===== config.mk =====
export PLATFORM = sky130hd
export DESIGN_NAME = alu_exec_stage_flat
export DESIGN_NICKNAME = d
export VERILOG_FILES = /design/src/rtl/alu_exec_stage_if.sv /design/src/rtl/alu_exec_stage.sv /design/src/flat_wrapper.sv
export SDC_FILE = /design/constraint.sdc
export NUM_CORES = 1
export LEC_CHECK = 0
export CAP_MARGIN = 25
export CORE_MARGIN = 1.5
export CORE_UTILIZATION = 45
export DETAILED_ROUTE_END_ITERATION = 8
export PLACE_DENSITY_LB_ADDON = 0.12
export SYNTH_ARGS = -nofsm -noshare
export SYNTH_HDL_FRONTEND = slang
export SYNTH_SLANG_ARGS = --single-unit

===== constraint.sdc =====
create_clock -name clk -period 3.1 [get_ports clk]
set_input_delay 0.775 -clock clk [delete_from_list [all_inputs] [get_ports clk]]
set_output_delay 0.775 -clock clk [all_outputs]
set_load 0.02 [all_outputs]

===== src/rtl/alu_exec_stage_if.sv =====
// alu_exec_stage_if: ID/EX-to-MEM handshake bundle for the ALU execute stage
interface alu_exec_stage_if #(
  parameter int WIDTH = 32,
  parameter int REG_W = 5
);
  logic             flush;
  logic             in_valid;
  logic             in_ready;
  logic [2:0]       alu_control;
  logic [WIDTH-1:0] operand_a;
  logic [WIDTH-1:0] operand_b;
  logic [REG_W-1:0] rd_in;
  logic             out_valid;
  logic             out_ready;
  logic [WIDTH-1:0] result;
  logic             zero;
  logic [REG_W-1:0] rd_out;
  logic             overflow;
  modport master (
    output flush, in_valid, alu_control, operand_a, operand_b, rd_in, out_ready,
    input  in_ready, out_valid, result, zero, rd_out, overflow
  );
  modport slave (
    input  flush, in_valid, alu_control, operand_a, operand_b, rd_in, out_ready,
    output in_ready, out_valid, result, zero, rd_out, overflow
  );
endinterface


===== src/rtl/alu_exec_stage.sv =====
// alu_exec_stage: MIPS EX stage ALU with registered output plus skid buffer; define ALU_OVF_EN to store signed overflow
module alu_exec_stage #(
  parameter int WIDTH = 32,
  parameter int REG_W = 5
) (
  input logic             clk,
  input logic             rst_n,
  alu_exec_stage_if.slave bus
);
  typedef enum logic [1:0] {EMPTY, ONE, FULL} state_t;
  typedef struct packed {
    logic [WIDTH-1:0] res;
    logic             zero;
    logic [REG_W-1:0] rd;
`ifdef ALU_OVF_EN
    logic             ovf;
`endif
  } entry_t;
  state_t           state_q, state_d;
  entry_t           out_q, out_d, skid_q, skid_d, new_e;
  logic [WIDTH-1:0] sum, diff, res;
  logic             slt, in_fire, out_fire;
  always_comb begin
    sum  = bus.operand_a + bus.operand_b;
    diff = bus.operand_a - bus.operand_b;
    slt  = $signed(bus.operand_a) < $signed(bus.operand_b);
    res  = bus.alu_control == 3'd0 ? sum :
           bus.alu_control == 3'd1 ? diff :
           bus.alu_control == 3'd2 ? bus.operand_a & bus.operand_b :
           bus.alu_control == 3'd3 ? bus.operand_a | bus.operand_b :
           bus.alu_control == 3'd4 ? ~(bus.operand_a | bus.operand_b) :
           bus.alu_control == 3'd5 ? {{(WIDTH-1){1'b0}}, slt} : '0;
    new_e      = '0;
    new_e.res  = res;
    new_e.zero = res == '0;
    new_e.rd   = bus.rd_in;
`ifdef ALU_OVF_EN
    new_e.ovf  = (bus.alu_control == 3'd0 && bus.operand_a[WIDTH-1] == bus.operand_b[WIDTH-1] &&
                  sum[WIDTH-1] != bus.operand_a[WIDTH-1]) ||
                 (bus.alu_control == 3'd1 && bus.operand_a[WIDTH-1] != bus.operand_b[WIDTH-1] &&
                  diff[WIDTH-1] != bus.operand_a[WIDTH-1]);
`endif
  end
  assign bus.in_ready  = state_q != FULL;
  assign bus.out_valid = state_q != EMPTY;
  assign bus.result    = out_q.res;
  assign bus.zero      = out_q.zero;
  assign bus.rd_out    = out_q.rd;
`ifdef ALU_OVF_EN
  assign bus.overflow  = out_q.ovf;
`else
  assign bus.overflow  = 1'b0;
`endif
  assign in_fire  = bus.in_valid && bus.in_ready;
  assign out_fire = bus.out_valid && bus.out_ready;
  always_comb begin
    state_d = state_q;
    out_d   = out_q;
    skid_d  = skid_q;
    case (state_q)
      EMPTY: if (in_fire) begin
        out_d   = new_e;
        state_d = ONE;
      end
      ONE: if (in_fire && out_fire) begin
        out_d = new_e;
      end else if (in_fire) begin
        skid_d  = new_e;
        state_d = FULL;
      end else if (out_fire) begin
        state_d = EMPTY;
      end
      FULL: if (out_fire) begin
        out_d   = skid_q;
        state_d = ONE;
      end
      default: state_d = EMPTY;
    endcase
    if (bus.flush) state_d = EMPTY;
  end
  always_ff @(posedge clk or negedge rst_n) begin
    if (!rst_n) begin
      state_q <= EMPTY;
      out_q   <= '0;
      skid_q  <= '0;
    end else begin
      state_q <= state_d;
      out_q   <= out_d;
      skid_q  <= skid_d;
    end
  end
endmodule


===== src/flat_wrapper.sv =====
// flat-port wrapper written by rule: the top's interface ports become plain ports
module alu_exec_stage_flat 
#(
  parameter int WIDTH = 32,
  parameter int REG_W = 5
)
  (clk, rst_n, bus_flush, bus_in_valid, bus_alu_control, bus_operand_a, bus_operand_b, bus_rd_in, bus_out_ready, bus_in_ready, bus_out_valid, bus_result, bus_zero, bus_rd_out, bus_overflow);
  alu_exec_stage_if #(.WIDTH(WIDTH), .REG_W(REG_W)) bus_i ();
  input logic clk;
  input logic rst_n;
  input wire logic [$bits(bus_i.flush)-1:0] bus_flush;
  input wire logic [$bits(bus_i.in_valid)-1:0] bus_in_valid;
  input wire logic [$bits(bus_i.alu_control)-1:0] bus_alu_control;
  input wire logic [$bits(bus_i.operand_a)-1:0] bus_operand_a;
  input wire logic [$bits(bus_i.operand_b)-1:0] bus_operand_b;
  input wire logic [$bits(bus_i.rd_in)-1:0] bus_rd_in;
  input wire logic [$bits(bus_i.out_ready)-1:0] bus_out_ready;
  output wire logic [$bits(bus_i.in_ready)-1:0] bus_in_ready;
  output wire logic [$bits(bus_i.out_valid)-1:0] bus_out_valid;
  output wire logic [$bits(bus_i.result)-1:0] bus_result;
  output wire logic [$bits(bus_i.zero)-1:0] bus_zero;
  output wire logic [$bits(bus_i.rd_out)-1:0] bus_rd_out;
  output wire logic [$bits(bus_i.overflow)-1:0] bus_overflow;
  assign bus_i.flush = bus_flush;
  assign bus_i.in_valid = bus_in_valid;
  assign bus_i.alu_control = bus_alu_control;
  assign bus_i.operand_a = bus_operand_a;
  assign bus_i.operand_b = bus_operand_b;
  assign bus_i.rd_in = bus_rd_in;
  assign bus_i.out_ready = bus_out_ready;
  assign bus_in_ready = bus_i.in_ready;
  assign bus_out_valid = bus_i.out_valid;
  assign bus_result = bus_i.result;
  assign bus_zero = bus_i.zero;
  assign bus_rd_out = bus_i.rd_out;
  assign bus_overflow = bus_i.overflow;
  alu_exec_stage #(.WIDTH(WIDTH), .REG_W(REG_W)) u_core (.clk(clk), .rst_n(rst_n), .bus(bus_i));
endmodule

# [Word-level counts from Yosys, hierarchy flattened]
# Cells that the tools add are included.
# W data, S select, Z words.
[totals] reg_bits=78 latch_bits=0 ramBits=0 mem_bits_ro=0 in_bits=77 wordCells=57 mem_count=0
[op_classes] addsub=2 n_mul=0 n_div=0 magnitude_cmp=1 n_eq_ne=15 n_shift=0 mux=17 bitwise_logic=4 reduce_logical=11
[ops] cell="$mux W32" n=5
[ops] cell="$mux W38" n=3
[ops] cell="$pmux W38 S3" n=1
[ops] cell="$add A32 B32 Y32" n=1
[ops] cell="$and A32 B32 Y32" n=1
[ops] cell="$logic_not A32 Y1" n=1
[ops] cell="$lt A32 B32 Y1" n=1
[ops] cell="$not A32 Y32" n=1
[ops] cell="$or A32 B32 Y32" n=1
[ops] cell="$sub A32 B32 Y32" n=1
[ops] cell="$mux W2" n=6
[ops] cell="$reduce_and A4 Y1" n=2
[ops] cell="$eq A3 B2 Y1 const B" n=2
[ops] cell="$eq A3 B3 Y1 const B" n=2
[ops] cell="$ne A2 B1 Y1 const B" n=3
[ops] cell="$ne A3 B2 Y1 const B" n=2
[ops] cell="$pmux W2 S3" n=1
[ops] cell="$ne A4 B2 Y1 const B" n=1
[ops] cell="$eq A3 B1 Y1 const B" n=1
[ops] cell="$logic_and A1 B1 Y1" n=3
[ops] cell="$logic_not A3 Y1" n=1
[ops] cell="$ne A3 B3 Y1 const B" n=1
[ops] cell="$reduce_and A3 Y1" n=1
[ops] cell="$reduce_bool A3 Y1" n=1
[ops] cell="7 further kinds" n=7

# [Logic depth before layout (Yosys ltp)]
[logic_depth] depth_word=10 mapped_depth=15 depth_no_buf=15

# [Least setup slack after synthesis]
# No wires, ideal clock.
[synth_path] kind="input-to-reg" start="input bus_operand_b[13]" end="register u_core.out_q, in the netlist u_core.bus.zero" setup_time_ps=92 t_arrival_ps=4091 t_required_ps=3008 setup_slack_ps=-1083 path_stages=14 path_cell_list="inv_1 ha_1 or4_1 or4_1 a211oi_2 nor3_2 o21ai_4 o21ai_2 a22oi_2 a21oi_1 or4_1 nor4b_1 nand4_1 o31ai_2"
[synth_via] elab_chain_len=10 word_cells_on_any_way=16
[synth_lines] element="from (decl)" line_no="flat_wrapper.sv:15" source="input wire logic [$bits(bus_i.operand_b)-1:0] bus_operand_b;"
[synth_lines] element="$lt A32 B32 Y1 or $or A32 B32 Y32 (tied branches)" line_no="alu_exec_stage.sv:26, alu_exec_stage.sv:30, alu_exec_stage.sv:31"
[synth_lines] element="$mux W1 or $not A32 Y32 (tied branches)" line_no="alu_exec_stage.sv:32, alu_exec_stage.sv:31"
[synth_lines] element="$mux W32" line_no="alu_exec_stage.sv:31" source="bus.alu_control == 3'd4 ? ~(bus.operand_a | bus.operand_b) :"
[synth_lines] element="$mux W32" line_no="alu_exec_stage.sv:30" source="bus.alu_control == 3'd3 ? bus.operand_a | bus.operand_b :"
[synth_lines] element="$mux W32" line_no="alu_exec_stage.sv:29" source="bus.alu_control == 3'd2 ? bus.operand_a & bus.operand_b :"
[synth_lines] element="$mux W32" line_no="alu_exec_stage.sv:28" source="bus.alu_control == 3'd1 ? diff :"
[synth_lines] element="$mux W32 (*)" line_no="alu_exec_stage.sv:27" source="res = bus.alu_control == 3'd0 ? sum :"
[synth_lines] element="$logic_not A32 Y1 (*)" line_no="alu_exec_stage.sv:35" source="new_e.zero = res == '0;"
[synth_lines] element="$mux W38, on equally long branches" line_no="alu_exec_stage.sv:65, alu_exec_stage.sv:61"
[synth_lines] element="$pmux W38 S3 (*)" line_no="alu_exec_stage.sv:60" source="case (state_q)"
[synth_lines] element="to (signal assigned)" line_no="alu_exec_stage.sv:88" source="out_q <= out_d;"
[synth_lines] element="to (decl)" line_no="alu_exec_stage.sv:20" source="entry_t out_q, out_d, skid_q, skid_d, new_e;"
# Every way passes the cells marked *; elsewhere a longest branch is shown, timed or not. The select of a mux whose other input is x is not followed.
# A chain may end at the register's enable or synchronous reset.

# [Final worst setup path]
[layout_path] start="input bus_operand_b[10]" end="register u_core.out_q, in the netlist u_core.bus.zero"
# Same word-level chain as after synthesis.

==> impl_metrics.env <==
export IMPL_status="finished with violations"
export IMPL_violations="setup timing"
export IMPL_synth_ff_type="dfrtp_1"
export IMPL_synth_mux_area_share_pct=1.90
export IMPL_wl_per_cell_um=19.8
export IMPL_cp_depth=16
export IMPL_synth_fa_ha_area_share_pct=13.5
export IMPL_fin_ws_ns=-1.03
export IMPL_path_cells="buf_8 -> inv_6 -> ha_4 -> or4_4 -> or4_4 -> a211oi_4 -> nor3_4 -> buf_12 -> o21ai_4 -> o21ai_2 -> a22oi_2 -> a21oi_2 -> or4_4 -> nor4b_4 -> nand4_1 -> o31ai_2"
export IMPL_maxCapViolations=0
export IMPL_ctsLongestPathBuffers=2
export IMPL_cts_hold_buffers_added=0
export IMPL_hold_violations=0
export IMPL_synthCells=1294
export IMPL_synth_compound_area_share_pct=30.7
export IMPL_path_clk_slew_ns=0.06
export IMPL_clock_latency_ns=0.33
export IMPL_syn_avg_cell_area_um2=7.08
export IMPL_fill_cells=1368
export IMPL_slowest_delay_ns=0.55
export IMPL_cts_buffers=9
export IMPL_ys_seq_area_share_pct=21.3
export IMPL_fp_dieH_um=146
export IMPL_final_cell_mix="428 x buf_4, 146 x nand2_1, 127 x nor2_1"
export IMPL_synth_seq_cells=78
export IMPL_period_minus_slack_ns=4.13
export IMPL_crit_fanout=4
export IMPL_io_buffers=116
export IMPL_final_nets=2017
export IMPL_clock_fmax_mhz=242
export IMPL_die_w_um=146
export IMPL_synth_top_family_by_area="compound AO/OA/AOI/OAI gates"
export IMPL_p_leak_nw=7.57
export IMPL_powerDensity_mw_per_mm2=351
export IMPL_fin_crit_sh_pct=133
export IMPL_crit_path_start_kind="input port"
export IMPL_initialDrtViolationCount=1151
export IMPL_crit_required_ns=3.34
export IMPL_route_detailed_drc=0
export IMPL_ir_drop_uv=285
export IMPL_critical_path_top_delay_family="simple AND/OR/NAND/NOR gates"
export IMPL_cts_tree="done"
export IMPL_gp_congestion=1.02
export IMPL_antenna_left=0
export IMPL_finalSetupTns_ns=-13.71
export IMPL_async_flop_share_pct=100
export IMPL_arrival_ns=4.37
export IMPL_critPathKind="input port to flop"
export IMPL_drive_gt1_share_pct=45.2
export IMPL_cts_root_buffer="clkbuf_16"
export IMPL_gr_usage_all_layers_pct=36.6
export IMPL_ys_warn_count=0
export IMPL_max_slew_worst_pin_slew_ns=0.680
export IMPL_finalClockSkew_ns=0.00579
export IMPL_area_growth_pct=78.0
export IMPL_grt_overflow=0
export IMPL_viasPerCell=5.91
export IMPL_clkSinkCount=78
export IMPL_htree_num_levels=3
export IMPL_antenna_found_initial=0
export IMPL_placed_area_mm2=0.0138
export IMPL_worstSetupStartpoint="bus_operand_b[10]"
export IMPL_slowest_stage="or4_4"
export IMPL_r2r_cells=7
export IMPL_mostFrequentLayoutCell="buf_4"
export IMPL_path_buf_inv=3
export IMPL_io_pin_count=118
export IMPL_rows=52
export IMPL_synth_simple_area_share_pct=23.6
export IMPL_synth_xor_area_share_pct=1.15
export IMPL_wl_mm=42.0
export IMPL_grt_max_degree=79
export IMPL_grt_pass1_vias=12000
export IMPL_synth_nets=1469
export IMPL_num_antenna_cells=0
export IMPL_fin_area_mm2=0.0163
export IMPL_r2r_start="u_core.state_q[1]$_DFFE_PN0P_"
export IMPL_rsz0062_at_grt="yes"
export IMPL_end_kind="flop"
export IMPL_ys_types=86
export IMPL_synth_edff_count=0
export IMPL_setup_viol=34
export IMPL_die_area_mm2=0.0212
export IMPL_slew_headroom_pct=54.3
export IMPL_hold_path_class="input port to asynchronous set/reset pin"
export IMPL_drv_slew=0
export IMPL_vias=12500
export IMPL_coreArea_mm2=0.0201
export IMPL_initial_core_util_pct=45.6
export IMPL_dp_hpwl_mm=29.6
export IMPL_grt_pass1_wl_mm=62.5
export IMPL_crit_top_cell="or4_4"
export IMPL_syn_area_mm2=0.00916
export IMPL_drt_pre_antenna_iters=8
[routing by layer]
metal,share of wire [%],global-route usage [%],routed length (um),up-vias
li1,-,-,-,5722
met1,39,46.2,16300,5885
met2,48,62.4,20100,694
met3,7.7,4.95,3250,211
met4,5.5,16.3,2310,2
met5,0.031,0,13,-
[cells in the mapped netlist, types with 5 or more instances]
cell type | number | area, um^2
nand3_1 | 22 | 110
o211ai_1 | 10 | 75.1
nor2_1 | 139 | 522
a2bb2oi_1 | 6 | 52.6
o22ai_1 | 10 | 62.6
mux2i_1 | 14 | 140
nand2b_1 | 10 | 62.6
a22oi_1 | 8 | 60.1
buf_1 | 10 | 37.5
a211o_1 | 5 | 43.8
or4_1 | 9 | 67.6
a211oi_1 | 20 | 150
nor3_1 | 29 | 145
o21ai_0 | 104 | 521
o21bai_1 | 7 | 52.6
nor2b_1 | 15 | 93.8
o311ai_0 | 5 | 43.8
or3_1 | 7 | 43.8
a311oi_1 | 7 | 61.3
nor3b_1 | 7 | 52.6
xnor2_1 | 10 | 87.6
nand4_1 | 14 | 87.6
clkbuf_1 | 57 | 214
ha_1 | 96 | 1200
o31ai_1 | 14 | 105
nor4_1 | 11 | 68.8
dfrtp_1 | 78 | 1950
buf_2 | 11 | 55.1
nand2_1 | 169 | 634
inv_1 | 105 | 394
or2_2 | 9 | 56.3
a21oi_1 | 133 | 666
a21o_1 | 18 | 135
a31oi_1 | 27 | 169
o221ai_1 | 6 | 52.6
[sequential cells by signal, summed over array words and instances (netlist names)]
signal             count
u_core.bus.zero        1
u_core.bus.result     32
u_core.skid_q         38
u_core.state_q         2
u_core.bus.rd_out      5
[per-stage QoR]
stage	utilization [%]	setup slack, ns	std cells	hold WS (ns)	total power [mW]
detailed placement	68.5	-1.83	2019	0.461	4.03
floorplan	-	-0.895	1294	0.445	2.66
finish	81.1	-1.03	2116	0.233	5.73
global placement	68.5	-1.67	2019	0.456	3.98
CTS	77.3	-1.25	2088	0.475	5.39
global route	81.1	-1.12	2116	0.232	6.00
[cells by family (layout without fill, tap and decap cells)]
| family | after synthesis | after routing |
|---|---|---|
| AO/OA/AOI/OAI | 438 | 438 |
| XOR/XNOR | 12 | 12 |
| adder cells (fa/ha/maj) | 98 | 98 |
| buffers and inverters | 185 | 737 |
| flip-flops | 78 | 78 |
| multiplexers | 16 | 16 |
| other | 1 | 1 |
| AND/OR/NAND/NOR | 466 | 466 |
[power by group]
part	total [mW]	switching, mW	internal (mW)	leakage, nW
clock network	0.965	0.384	0.581	0.133
registers	1.39	0.144	1.25	0.963
logic	3.38	1.73	1.65	6.48
[worst register-to-register path, cell delays in order (launching register included)]
cell,delay [ns]
dfrtp_1,0.41
nor2b_1,0.30
a21oi_1,0.09
nor2_1,0.18
a21o_2,0.35
buf_4,0.30
nor2_1,0.09
a21oi_2,0.12
[final timing paths]
kind | to | slack (ns)
worst min-delay path | u_core.bus.result[26]$_DFFE_PN0P_ | 0.23
min in group clk | u_core.skid_q[36]$_DFFE_PN0P_ | 0.47
worst max-delay path | u_core.bus.zero$_DFFE_PN0P_ | -1.03
worst max register to register | u_core.bus.result[13]$_DFFE_PN0P_ | 1.19
worst min register to register | u_core.skid_q[36]$_DFFE_PN0P_ | 0.47
max in group asynchronous | u_core.bus.result[1]$_DFFE_PN0P_ | 2.29
[what timing repair did]
item / in CTS / in global routing
gates resized for setup: 381 / 182
setup endpoints to repair: 57 / 50
buffers inserted: 64 / 49
pin swaps: 96 / 103
cloned: 0 / 1
[final cells by class]
type,instances,area (um^2),area share (%)
multi-input cells,1031,8060,49.4
repair buffers,616,5240,32.1
clock buffers,14,264,1.62
flip-flops and latches,78,1950,12.0
inverters,106,457,2.80
clock inverters,1,5.00,0.0307
well taps,270,338,2.07
Note: power is estimated with default switching activity, not from simulation.
